`src/rtl/acorn_encrypt_process.sv`:
```
// acorn_encrypt_process: bit-serial ACORN-128 plaintext encryption and padding stage
//   clk, rst        clock, asynchronous active-low reset
//   start_i         one-cycle pulse in IDLE: load state_in_i, begin a message
//   msg_empty_i     sampled with start_i: zero-length plaintext, go straight to padding
//   state_in_i      state from the associated-data stage
//   pt_valid_i/pt_bit_i/pt_last_i/pt_ready_o   plaintext bit stream
//   ct_valid_o/ct_bit_o                        ciphertext bit stream, one cycle after accept
//   busy_o, done_o, bit_count_o                status
//   state_out_o     final state for the tag stage, valid from done_o until next start
module acorn_encrypt_process #(
  parameter int CNT_W = 16
) (
  input  logic             clk,
  input  logic             rst,
  input  logic             start_i,
  input  logic             msg_empty_i,
  input  logic [292:0]     state_in_i,
  input  logic             pt_valid_i,
  input  logic             pt_bit_i,
  input  logic             pt_last_i,
  output logic             pt_ready_o,
  output logic             ct_valid_o,
  output logic             ct_bit_o,
  output logic             busy_o,
  output logic             done_o,
  output logic [CNT_W-1:0] bit_count_o,
  output logic [292:0]     state_out_o
);
  typedef enum logic [1:0] {IDLE, DATA, PAD, DONE} st_t;
  st_t state_q, state_d;
  logic [292:0] s_q, s_d, out_q, out_d, s_nxt;
  logic [CNT_W-1:0] cnt_q, cnt_d;
  logic [7:0] pad_q, pad_d;
  logic ctv_q, ctv_d, ctb_q, ctb_d;
  logic acc, m, ca, ks;
  // One ACORN step; the six feedback lines are applied in order on a working copy,
  // returns {ks, shifted state}.
  function automatic logic [293:0] step(input logic [292:0] s0, input logic mi, input logic cai, input logic cbi);
    logic [292:0] s;
    logic k, f;
    s = s0;
    s[289] ^= s[235] ^ s[230];
    s[230] ^= s[196] ^ s[193];
    s[193] ^= s[160] ^ s[154];
    s[154] ^= s[111] ^ s[107];
    s[107] ^= s[66] ^ s[61];
    s[61]  ^= s[23] ^ s[0];
    k = s[12] ^ s[154] ^ (s[235] & s[61] ^ s[235] & s[193] ^ s[61] & s[193])
        ^ (s[230] & s[111] ^ ~s[230] & s[66]);
    f = s[0] ^ ~s[107] ^ (s[244] & s[23] ^ s[244] & s[160] ^ s[23] & s[160])
        ^ (cai & s[196]) ^ (cbi & k) ^ mi;
    return {k, f, s[292:1]};
  endfunction
  assign acc = state_q == DATA && pt_valid_i;
  assign m = state_q == DATA ? pt_bit_i : pad_q == 8'd0;
  assign ca = state_q == DATA || !pad_q[7];
  assign {ks, s_nxt} = step(s_q, m, ca, 1'b0);
  always_ff @(posedge clk or negedge rst)
    if (!rst) begin
      state_q <= IDLE;
      s_q <= '0;
      out_q <= '0;
      cnt_q <= '0;
      pad_q <= '0;
      ctv_q <= 1'b0;
      ctb_q <= 1'b0;
    end else begin
      state_q <= state_d;
      s_q <= s_d;
      out_q <= out_d;
      cnt_q <= cnt_d;
      pad_q <= pad_d;
      ctv_q <= ctv_d;
      ctb_q <= ctb_d;
    end
  always_comb begin
    state_d = state_q;
    case (state_q)
      IDLE: state_d = start_i ? (msg_empty_i ? PAD : DATA) : IDLE;
      DATA: state_d = acc && pt_last_i ? PAD : DATA;
      PAD:  state_d = &pad_q ? DONE : PAD;
      DONE: state_d = IDLE;
      default: state_d = IDLE;
    endcase
  end
  always_comb begin
    s_d = s_q;
    out_d = out_q;
    cnt_d = cnt_q;
    pad_d = pad_q;
    ctv_d = 1'b0;
    ctb_d = ctb_q;
    if (state_q == IDLE && start_i) begin
      s_d = state_in_i;
      cnt_d = '0;
      pad_d = '0;
    end
    if (acc) begin
      s_d = s_nxt;
      cnt_d = &cnt_q ? cnt_q : cnt_q + 1'b1;
      ctv_d = 1'b1;
      ctb_d = pt_bit_i ^ ks;
    end
    // the final padding step result goes straight to state_out so it is valid with done
    if (state_q == PAD) begin
      s_d = s_nxt;
      pad_d = pad_q + 8'd1;
      out_d = &pad_q ? s_nxt : out_q;
    end
  end
  always_comb begin
    pt_ready_o = state_q == DATA;
    busy_o = state_q == DATA || state_q == PAD;
    done_o = state_q == DONE;
  end
  assign ct_valid_o = ctv_q;
  assign ct_bit_o = ctb_q;
  assign bit_count_o = cnt_q;
  assign state_out_o = out_q;
endmodule

```
`config.mk`:
```
export PLATFORM = sky130hd
export DESIGN_NAME = acorn_encrypt_process
export DESIGN_NICKNAME = d
export VERILOG_FILES = /design/src/rtl/acorn_encrypt_process.sv
export SDC_FILE = /design/constraint.sdc
export NUM_CORES = 1
export LEC_CHECK = 0
export ABC_CLOCK_PERIOD_IN_PS = 1720
export BUFFER_PORTS_ARGS = -buffer_cell sky130_fd_sc_hd__buf_2
export CORE_ASPECT_RATIO = 2
export CORE_UTILIZATION = 35
export DETAILED_ROUTE_END_ITERATION = 12
export SLEW_MARGIN = 10
export SYNTH_ARGS = -nofsm -noshare
export SYNTH_HDL_FRONTEND = slang
export SYNTH_SLANG_ARGS = --single-unit
```
`constraint.sdc`:
```
create_clock -name clk -period 1.72 [get_ports clk]
set_input_delay 0.086 -clock clk [delete_from_list [all_inputs] [get_ports clk]]
set_output_delay 0.086 -clock clk [all_outputs]
set_load 0.02 [all_outputs]
```
Word-level counts from Yosys, hierarchy flattened

Cells that the tools add are included.

Multiplexer cells: 15
Bitwise gates (word level): 36
Equal/unequal tests: 4
Add/subtract/negate cells: 2
Reductions and logical operators: 15

Operators by type and width:

| kind                                                             | count |
|---|---|
| 293-bit two-way mux                                              | 3 |
| 16-bit two-way mux                                               | 3 |
| 1-bit XOR                                                        | 25 |
| 16-bit by 1-bit adder with 16-bit output (second input constant) | 1 |
| 8-bit two-way mux                                                | 2 |
| 16-bit AND reduction                                             | 1 |
| 1-bit bitwise AND                                                | 9 |
| 9-bit AND reduction                                              | 1 |
| 8-bit by 1-bit adder with 8-bit output (second input constant)   | 1 |
| 8-bit zero test                                                  | 1 |
| 2-bit one-hot mux with 4 select lines                            | 1 |
| 8-bit AND reduction                                              | 1 |
| 2-bit two-way mux                                                | 3 |
| 2-bit == test (second input constant)                            | 2 |
| 2-bit nonzero test                                               | 2 |
| 1-bit logical AND                                                | 3 |
| 1-bit two-way mux                                                | 3 |
| 3-bit nonzero test                                               | 1 |
| 2-bit by 1-bit == test with 1-bit output (second input constant) | 1 |
| 2-bit zero test                                                  | 1 |
| 1-bit logical OR                                                 | 2 |
| 2-bit inequality test (second input constant)                    | 1 |
| 1-bit NOT                                                        | 2 |
| 2-bit AND reduction                                              | 1 |
| 1-bit zero test                                                  | 1 |

Bits in registers: 614
Word-level logic and storage cells: 79
Input port bits: 300
Output and inout port bits: 314

Longest topological paths before layout

Depth in word-level cells: 9
Depth in mapped cells: 10
Mapped depth without buffers: 7

Worst setup path after synthesis

OpenSTA, ideal clock, no wires.

Kind: register to register
Start: register state_q[1]
End: register cnt_q[7], in the netlist bit_count_o[7]
Data arrival time: 1,882 ps
Path buffers: 2
Setup slack: -240 ps
Cell stages (with the launch flop): 9
Data required time: 1,642 ps
Period minus slack after synthesis: 1,960 ps
Setup time: 78 ps
Path through: dfrtp_1 inv_1 ha_1 nand2_1 clkbuf_1 a21o_1 buf_4 or3_1 a21oi_1

Longest elaborated chain between the ends: 4
Elaborated cells on any way between the ends: 8
Those cells by class: 2 x eq/ne; 1 x mux; 5 x reduce/logical

Ends and longest elaborated chain:

| element                                                                      | line | text |
|---|---|---|
| from (decl)                                                                  | 30   | `st_t state_q, state_d;` |
| from (signal assigned)                                                       | 68   | `state_q <= state_d;` |
| 2-bit by 1-bit == test with 1-bit output (*)                                 | --   |  |
| via pt_ready_o                                                               | 21   | `output logic pt_ready_o,` |
| 1-bit logical AND (*)                                                        | 54   | `assign acc = state_q == DATA && pt_valid_i;` |
| 2-bit inequality test (no source line) or 2-bit nonzero test (tied branches) | --   |  |
| 2-bit AND reduction (no source line)                                         | --   |  |
| to (signal assigned)                                                         | 71   | `cnt_q <= cnt_d;` |
| to (decl)                                                                    | 32   | `logic [CNT_W-1:0] cnt_q, cnt_d;` |

The timed path passes the listed nets; every way through them passes the cells marked *.
A chain may end at the register's enable or synchronous reset.

Worst setup path in the final report

Start: register state_q[1]
End: register s_q[124]

Longest elaborated chain between the ends: 4
Elaborated cells on any way between the ends: 8
Those cells by class: 2 x eq/ne; 2 x mux; 4 x reduce/logical

Ends and longest elaborated chain:

| element                                  | line | text |
|---|---|---|
| 2-bit by 1-bit == test with 1-bit output | 54   |  |
| 1-bit logical AND                        | 54   |  |
| 293-bit two-way mux                      | 98   | `if (acc) begin` |
| 293-bit two-way mux                      | 105  | `if (state_q == PAD) begin` |
| to (signal assigned)                     | 61   | `s_q <= '0;` |
| to (signal assigned)                     | 69   | `s_q <= s_d;` |
| to (decl)                                | 31   | `logic [292:0] s_q, s_d, out_q, out_d, s_nxt;` |

Parallel ways exist; a longest one is shown, timed or not.

==> metrics.cfg <==
[outcome]
status = finished, violations left
violations = setup timing

[yosys]
yosysSeqAreaShare_pct = 59.2
synth-edff-count = 0
synth_area_leader_cell = dfrtp_1
async_flop_share_pct = 100
yosys_warnings = 0
synth_common_cells = nand2_1, dfrtp_1, nor2_1
yosysTopAreaCellShare_pct = 59.2
synth.cell_area_sq_um = 25900
ys.flop_type = dfrtp_1
syn_avg_cell_area_sq_um = 8.59
synth_area_leaders = dfrtp_1, nand2_1, a31oi_1, nor2_1, buf_2
yosys_register_bits = 614
synth_cell_type_count = 46
syn-instance-count = 3019
synth_nets = 3327
synth.most_common_cell = nand2_1

[sta]
rsz0062_at_grt = true
final.min_clock_period_ns = 1.92
max_clock_freq_ghz = 0.520
finalHoldViolCount = 0
setup_ws_ns = -0.202
period_share_pct = 112
skew_ns = 0.0334
tightest_slew_ns = 0.469
setup-violations-final = 594
timing.hold.ws_ns = 0.177
relSlewSlack_pct = 68.5
finalMaxSlewViolations = 0

[power]
power_density_nw_per_um2 = 1350
ir_drop_v = 0.00108
p_total_mw = 52.5
leakage_nw = 20.6

[global_routing]
track_usage_pct = 25.4
antenna_found_initial = 12
grt_pass1_vias = 26000
grt_max_degree = 67
grt_overflow_total = 0
grt_pass1_wl_mm = 148

[place]
gp_congestion = 0.871
placed_area_sq_um = 31500
dp.cells = 4561
dp_hpwl_mm = 64.7
port_buffers = 613
dp_slack_ns = -0.218

[routing]
drt-initial-drc-count = 1379
drc = 0
antenna_left = 0
firstDrtPassIters = 5
drt_wl_total_mm = 98.2
via_count = 25300
routed_via_density = 5.00
wl_per_cell_um = 19.4

[finish]
nFillCells = 6553
fin_nets = 4396
synthToLayoutAreaGrowth_pct = 50.2
instances_no_fill = 5062
fin_area_sq_um = 39000
final_layout_size_suffix_gt1_share_pct = 27.0

[critical_path]
worstPathArrival_ns = 2.46
crit_path_max_fanout = 9
crit_path_top_delay_cell = dfrtp_1
required_ns = 2.26
cp_cell_sequence = buf_6, ha_4, buf_6, nor2_4, buf_8, buf_12, buf_16, buf_16, nor2_1, a31oi_1
cp_slowest_stage_delay_ns = 0.42
cp_num_buf_inv = 6
worst-setup-path-type = register to register
crit_path_end_kind = register
start_kind = register
cp_top_family = buffers and inverters

[die]
core_region_area_sq_um = 73000
die_x_um = 194
row_count = 140
initial_core_util_pct = 35.5
dieArea_sq_um = 75300
ios = 614
die_h_um = 387

[clocking]
tritoncts = done
cts.path.max_buffers = 3
clockRootBuffer = clkbuf_16
numCtsBuffers = 54
htree_levels = 2
clk_pin_slew_ns = 0.07
clkLatencyLatePin_ns = 0.65
cts.sinks = 614

[flow_run]
max-cap-violations = 0

[min_path]
hp-class = input pin to asynchronous set/reset pin

## tightest hold or removal path, stage by stage
cell	delay [ns]
dlygate4sd3_1	0.56
buf_8	0.28
buf_12	0.25
## flip-flops by register name, summed over array words and instances, names as in the netlist
register and count:
s_q 293, state_out_o 293, bit_count_o 16, pad_q 8, state_q 2, ct_bit_o 1
ct_valid_o 1
## repair_timing
item | 4_1_cts | 5_1_grt
endpoints found under the setup margin | 600 | 610
buffers inserted | 49 | 8
pin swaps | 39 | 18
hold buffers | 300 | 0
cloned | 32 | 11
gates resized for setup | 149 | 70
endpoints found under the hold margin | 817 | 0
## cell usage in the layout, fill, tap and decap left out, types with 5 or more instances in the layout
master         synthesis  routed
buf_12                 0      79
mux2i_1                5       5
clkinvlp_4             0       7
a31oi_1              288     279
a21oi_1               11      11
nand2_4                0       6
clkbuf_8               0      10
dfrtp_2                0       5
xnor2_1               13      13
buf_16                 0      39
buf_4                  3     129
dlygate4sd3_1          0     299
nand2_2                0      57
dfrtp_1              614     609
buf_8                  0      10
o21ai_0               20      18
a31oi_4                0       9
nor2_2                 0       9
xor2_1                 7       7
nand2_1             1477    1414
buf_2                 91     611
nor2_1               299     288
nand3_1               13      10
clkbuf_16              0      65
clkbuf_1              80       9
buf_6                 23      31
diode_2                0       8
and3_1                 8       7
clkinv_2               0       8
bufinv_16              0       6
## area by class of cell
class / instances / area [sq um] / share of cell area [%]
multi-input combinational: 2200 / 9980 / 25.6
antenna: 8 / 20.0 / 0.0514
tap: 923 / 1150 / 2.96
clock buffer: 73 / 1520 / 3.91
timing repair buffer: 1212 / 10500 / 27.1
inverter: 6 / 25.0 / 0.0642
sequential: 614 / 15400 / 39.4
clock inverter: 26 / 352 / 0.902
## logic make-up (layout without fill, tap and decap cells)
logic type                 after synthesis  count (layout)  synth area share, %
muxes                                    8               8                0.323
buffers and inverters                  205            1317                 4.11
other                                    0               8                    0
AOI/OAI and AO/OA                      336             336                 8.07
and+or+nand+nor                       1823            1823                 26.9
adders and majority gates               10              10                0.463
xor gates and xnor gates                23              23                0.936
DFF                                    614             614                 59.2
## through the flow
| stage | utilization (%) | TNS, ns |
|---|---|---|
| after floorplan | - | -0.0918 |
| after global placement | 43.2 | -52.83 |
| after detailed placement | 43.2 | -59.89 |
| after CTS | 52.6 | -75.17 |
| after global routing | 53.3 | -112.07 |
| final | 53.4 | -59.46 |
## path summary, 6_finish.rpt
| check | endpoint | slack, ns | cells after the start | start |
|---|---|---|---|---|
| setup / recovery | s_q[124]$_DFFE_PN0P_ | -0.20 | 10 | state_q[1]$_DFF_PN0_ |
| hold / removal | state_out_o[276]$_DFFE_PN0P_ | 0.18 | 3 | rst |
| setup reg to reg | s_q[124]$_DFFE_PN0P_ | -0.20 | 10 | state_q[1]$_DFF_PN0_ |
| hold reg to reg | state_out_o[225]$_DFFE_PN0P_ | 0.46 | 2 | state_out_o[225]$_DFFE_PN0P_ |
| max in group asynchronous | state_out_o[131]$_DFFE_PN0P_ | 1.07 | 4 | rst |
| min in group clk | s_q[37]$_DFFE_PN0P_ | 0.24 | 4 | state_in_i[37] |
## metal layers
metal | up-vias | wire length [um] | GRT usage [%]
met1 | 12200 | 37300 | 29.0
met5 | - | 22 | 0
met2 | 995 | 49600 | 44.8
met4 | 4 | 4870 | 12.9
li1 | 11900 | - | -
met3 | 253 | 6380 | 4.84
## power by group
part           total [mW]  switching [mW]  internal (mW)  leakage [nW]
Combinational        17.6            8.90           8.71          11.8
Sequential           21.7            3.58           18.2          7.85
Clock                13.1            5.95           7.18         0.901
Total                52.5            18.4           34.1          20.6
Note: power is estimated with default switching activity, not from simulation.
